$ cat config.mk
export PLATFORM = sky130hd
export DESIGN_NAME = bcd_to_seven_seg_decoder
export DESIGN_NICKNAME = d
export VERILOG_FILES = /design/src/rtl/bcd_to_seven_seg_decoder.sv
export SDC_FILE = /design/constraint.sdc
export NUM_CORES = 1
export LEC_CHECK = 0
export BUFFER_PORTS_ARGS = -buffer_cell sky130_fd_sc_hd__buf_2
export CAP_MARGIN = 20
export CORE_AREA = 3 3 40 42
export DETAILED_ROUTE_END_ITERATION = 8
export DIE_AREA = 0 0 43 45
export PLACE_DENSITY = 0.62
export SLEW_MARGIN = 20
export SYNTH_ARGS = -nofsm -noshare
export SYNTH_HDL_FRONTEND = slang
export SYNTH_SLANG_ARGS = --single-unit
$ cat constraint.sdc
create_clock -name clk -period 0.9 [get_ports clk]
set_clock_uncertainty 0.05 [all_clocks]
set_input_delay 0.27 -clock clk [delete_from_list [all_inputs] [get_ports clk]]
set_output_delay 0.27 -clock clk [all_outputs]
set_load 0.01 [all_outputs]
$ cat src/rtl/bcd_to_seven_seg_decoder.sv
// Registered BCD to seven-segment decoder, common-cathode.
// Define BCD_HEX_DECODE_EN to show hex glyphs A-F for codes 10-15.
module bcd_to_seven_seg_decoder (
    input  logic clk,
    input  logic rst_n,
    input  logic w,
    input  logic x,
    input  logic y,
    input  logic z,
    output logic a,
    output logic b,
    output logic c,
    output logic d,
    output logic e,
    output logic f,
    output logic g,
    output logic invalid
);

    logic [3:0]  code;
    logic [15:0] m;
    logic [6:0]  seg_d;
    logic [6:0]  seg_q;
    logic        inv_d;
    logic        inv_q;

    assign code = {w, x, y, z};

    // One-hot minterm decode of the input code
    always_comb begin
        m = '0;
        m[code] = 1'b1;
    end

    // Each segment is an OR of the minterms that light it
    always_comb begin
        seg_d[6] = m[0] | m[2] | m[3] | m[5] | m[6]
                 | m[7] | m[8] | m[9];
        seg_d[5] = m[0] | m[1] | m[2] | m[3] | m[4]
                 | m[7] | m[8] | m[9];
        seg_d[4] = m[0] | m[1] | m[3] | m[4] | m[5]
                 | m[6] | m[7] | m[8] | m[9];
        seg_d[3] = m[0] | m[2] | m[3] | m[5] | m[6]
                 | m[8] | m[9];
        seg_d[2] = m[0] | m[2] | m[6] | m[8];
        seg_d[1] = m[0] | m[4] | m[5] | m[6] | m[8]
                 | m[9];
        seg_d[0] = m[2] | m[3] | m[4] | m[5] | m[6]
                 | m[8] | m[9];
`ifdef BCD_HEX_DECODE_EN
        seg_d[6] = seg_d[6] | m[10] | m[12] | m[14]
                 | m[15];
        seg_d[5] = seg_d[5] | m[10] | m[13];
        seg_d[4] = seg_d[4] | m[10] | m[11] | m[13];
        seg_d[3] = seg_d[3] | m[11] | m[12] | m[13]
                 | m[14];
        seg_d[2] = seg_d[2] | m[10] | m[11] | m[12]
                 | m[13] | m[14] | m[15];
        seg_d[1] = seg_d[1] | m[10] | m[11] | m[12]
                 | m[14] | m[15];
        seg_d[0] = seg_d[0] | m[10] | m[11] | m[13]
                 | m[14] | m[15];
`endif
    end

    // Non-BCD flag covers codes 10 through 15
    always_comb begin
        inv_d = m[10] | m[11] | m[12] | m[13]
              | m[14] | m[15];
    end

    // Output register; reset blanks the display
    always_ff @(posedge clk) begin
        if (!rst_n) begin
            seg_q <= '0;
            inv_q <= 1'b0;
        end else begin
            seg_q <= seg_d;
            inv_q <= inv_d;
        end
    end

    assign {a, b, c, d, e, f, g} = seg_q;
    assign invalid = inv_q;

endmodule

==> results_dict.tcl <==
set metrics [dict create \
    vias 338 \
    setup_ws_ns -0.0841 \
    yosysSeqAreaShare_pct 42.0 \
    worst_setup_path_start_kind "flop" \
    synthDistinctLibCells 19 \
    arrival_ns 0.66 \
    grt_antenna_before_repair 0 \
    holdWs_ns 0.251 \
    wl_per_cell_um 10.1 \
    slowest_delay_ns 0.31 \
    leakage_uw 0.000249 \
    clk_pin_slew_ns 0.05 \
    min_period_ns 0.984 \
    drv_slew 0 \
    grtUsageTotal_pct 8.59 \
    cp_slowest_cell "dfxtp_2" \
    drive_above_1_share_pct 44.8 \
    std_cell_rows 13 \
    total_power_uw 802 \
    holdCritStartpoint "rst_n" \
    syn_area_um2 382 \
    dp_slack_ns -0.159 \
    routed_wl_um 737 \
    tightest_slew_ns 0.234 \
    io_buffer_count 13 \
    clkSinkCount 8 \
    grt_pass1_wl_um 1260 \
    root_buffer "clkbuf_4" \
    drv_cap 0 \
    critical_path_buf_inv_count 1 \
    io_pins 14 \
    die_w_um 43 \
    worstPathRequired_ns 0.58 \
    detail_route.first_pass.iterations 2 \
    dieArea_mm2 0.00194 \
    end_kind "output pin" \
    ys_ff_latch 8 \
    max_freq_mhz 1020 \
    routabilityCongestion 0.667 \
    coreArea_mm2 0.00128 \
    violations "negative setup slack" \
    start_util_pct 29.7 \
    viasPerCell 4.63 \
    crit_path_start "invalid" \
    powerDensity_mw_per_mm2 1600 \
    cts_buffer_depth 2 \
    slew_headroom_pct 84.1 \
    holdBufCountCts 0 \
    cts_inserted_buffers 3 \
    path_cells "buf_6" \
    status "complete, but fails checks" \
    finalSetupViolCount 8 \
    finalHoldViolCount 0 \
    path_class "flop to output pin" \
    worstPathMaxFanout 1 \
    drc 0 \
    syn_inst 40 \
    grt_pass1_vias 302 \
    finalCritPeriodShare_pct 109 \
    avgSynthCellArea_um2 9.54 \
    yosys_warnings 0 \
    place_hpwl_um 578 \
    vdd_drop_max_uv 637 \
    cts_tree "done" \
    cts_setup_buffers 0 \
    synth_nets 46 \
    htreeDepth 1 \
    die_h_um 45 \
    crit_family "flip-flops" \
    final_nets 66 \
    hp-class "input port to flop" \
    grt_overflow_total 0 \
    syn_to_final_growth_pct 31.1 \
    drt-initial-drc-count 3 \
    postRouteAntennaNets 0 \
    rsz0062_at_grt "true" \
    antenna_cells 0 \
    grt_max_degree 14 \
]
-- worst paths after layout --
| path | cells after the start | end |
|---|---|---|
| min | 3 | seg_q[2] |
| max | 1 | invalid |
-- Yosys cell counts --
cell type | n | area (um^2)
a2111oi_2 | 1 | 15.0
a211oi_1 | 1 | 7.51
a21o_1 | 3 | 22.5
a21oi_1 | 3 | 15.0
a221oi_1 | 1 | 8.76
buf_6 | 4 | 45.0
dfxtp_1 | 8 | 160
inv_1 | 2 | 7.51
nand2_1 | 3 | 11.3
nand2b_1 | 1 | 6.26
nor2_1 | 5 | 18.8
nor2b_4 | 1 | 13.8
nor3_1 | 1 | 5.00
o21ai_0 | 1 | 5.00
o21ai_1 | 1 | 5.00
o21bai_1 | 1 | 7.51
o22a_1 | 1 | 8.76
o311ai_1 | 1 | 8.76
o32a_1 | 1 | 10.0
-- placed cells by master, fill, tap and decap left out, drive strengths merged --
cell     instances
buf             19
dfxtp            8
nor2             5
a21o             3
a21oi            3
nand2            3
clkbuf           3
inv              2
o21ai            2
nor3             1
o311ai           1
a2111oi          1
o21bai           1
a221oi           1
a211oi           1
nand2b           1
o22a             1
nor2b            1
o32a             1
-- layer usage --
| metal | track usage [%] | up-vias | share of wire (%) |
|---|---|---|---|
| li1 | - | 177 | - |
| met1 | 11.1 | 150 | 48 |
| met2 | 12.3 | 11 | 44 |
| met3 | 3.98 | 0 | 7.2 |
| met4 | 3.61 | 0 | 0 |
| met5 | 0 | - | 0 |
-- flip-flops by register name, indices dropped and copies added (netlist names) --
register	cells
seg_q	7
invalid	1
-- report_power, final --
part	leakage, uW	switching, uW	internal (uW)	total (uW)
clock network	0.0000138	108	152	260
registers	0.0000668	4.62	379	384
logic	0.000168	82.3	76.1	158
total	0.000249	195	607	802
-- timing repair --
action                                  in CTS  in global routing
endpoints found under the setup margin       8                  8
pin swaps                                    0                  0
gates resized for setup                      0                  2
-- kinds of logic (layout without fill, tap and decap cells) --
group           after synthesis  in the layout  synth area share (%)
compound gates               15             15                  29.8
buf+inv                       6             24                  13.8
flops                         8              8                  42.0
simple gates                 11             11                  14.4
-- area by class of cell --
type,count,area (um^2)
clock buffers,3,22.5
fillers,133,785
inverters,2,7.51
multi-input cells,26,174
flip-flops and latches,8,161
well taps,15,18.8
repair buffers,19,116
-- metrics by stage --
step | instances | util (%) | instance area [um^2] | setup TNS [ns]
after floorplan | 40 | - | 387 | -0.0431
after global routing | 73 | 38.9 | 500 | -0.922
final | 73 | 38.9 | 500 | -0.638
after detailed placement | 70 | 36.6 | 470 | -0.984
after CTS | 73 | 38.4 | 493 | -0.738
after global placement | 70 | 36.6 | 470 | -0.898
No activity file was read; power rests on OpenSTA's default activity.
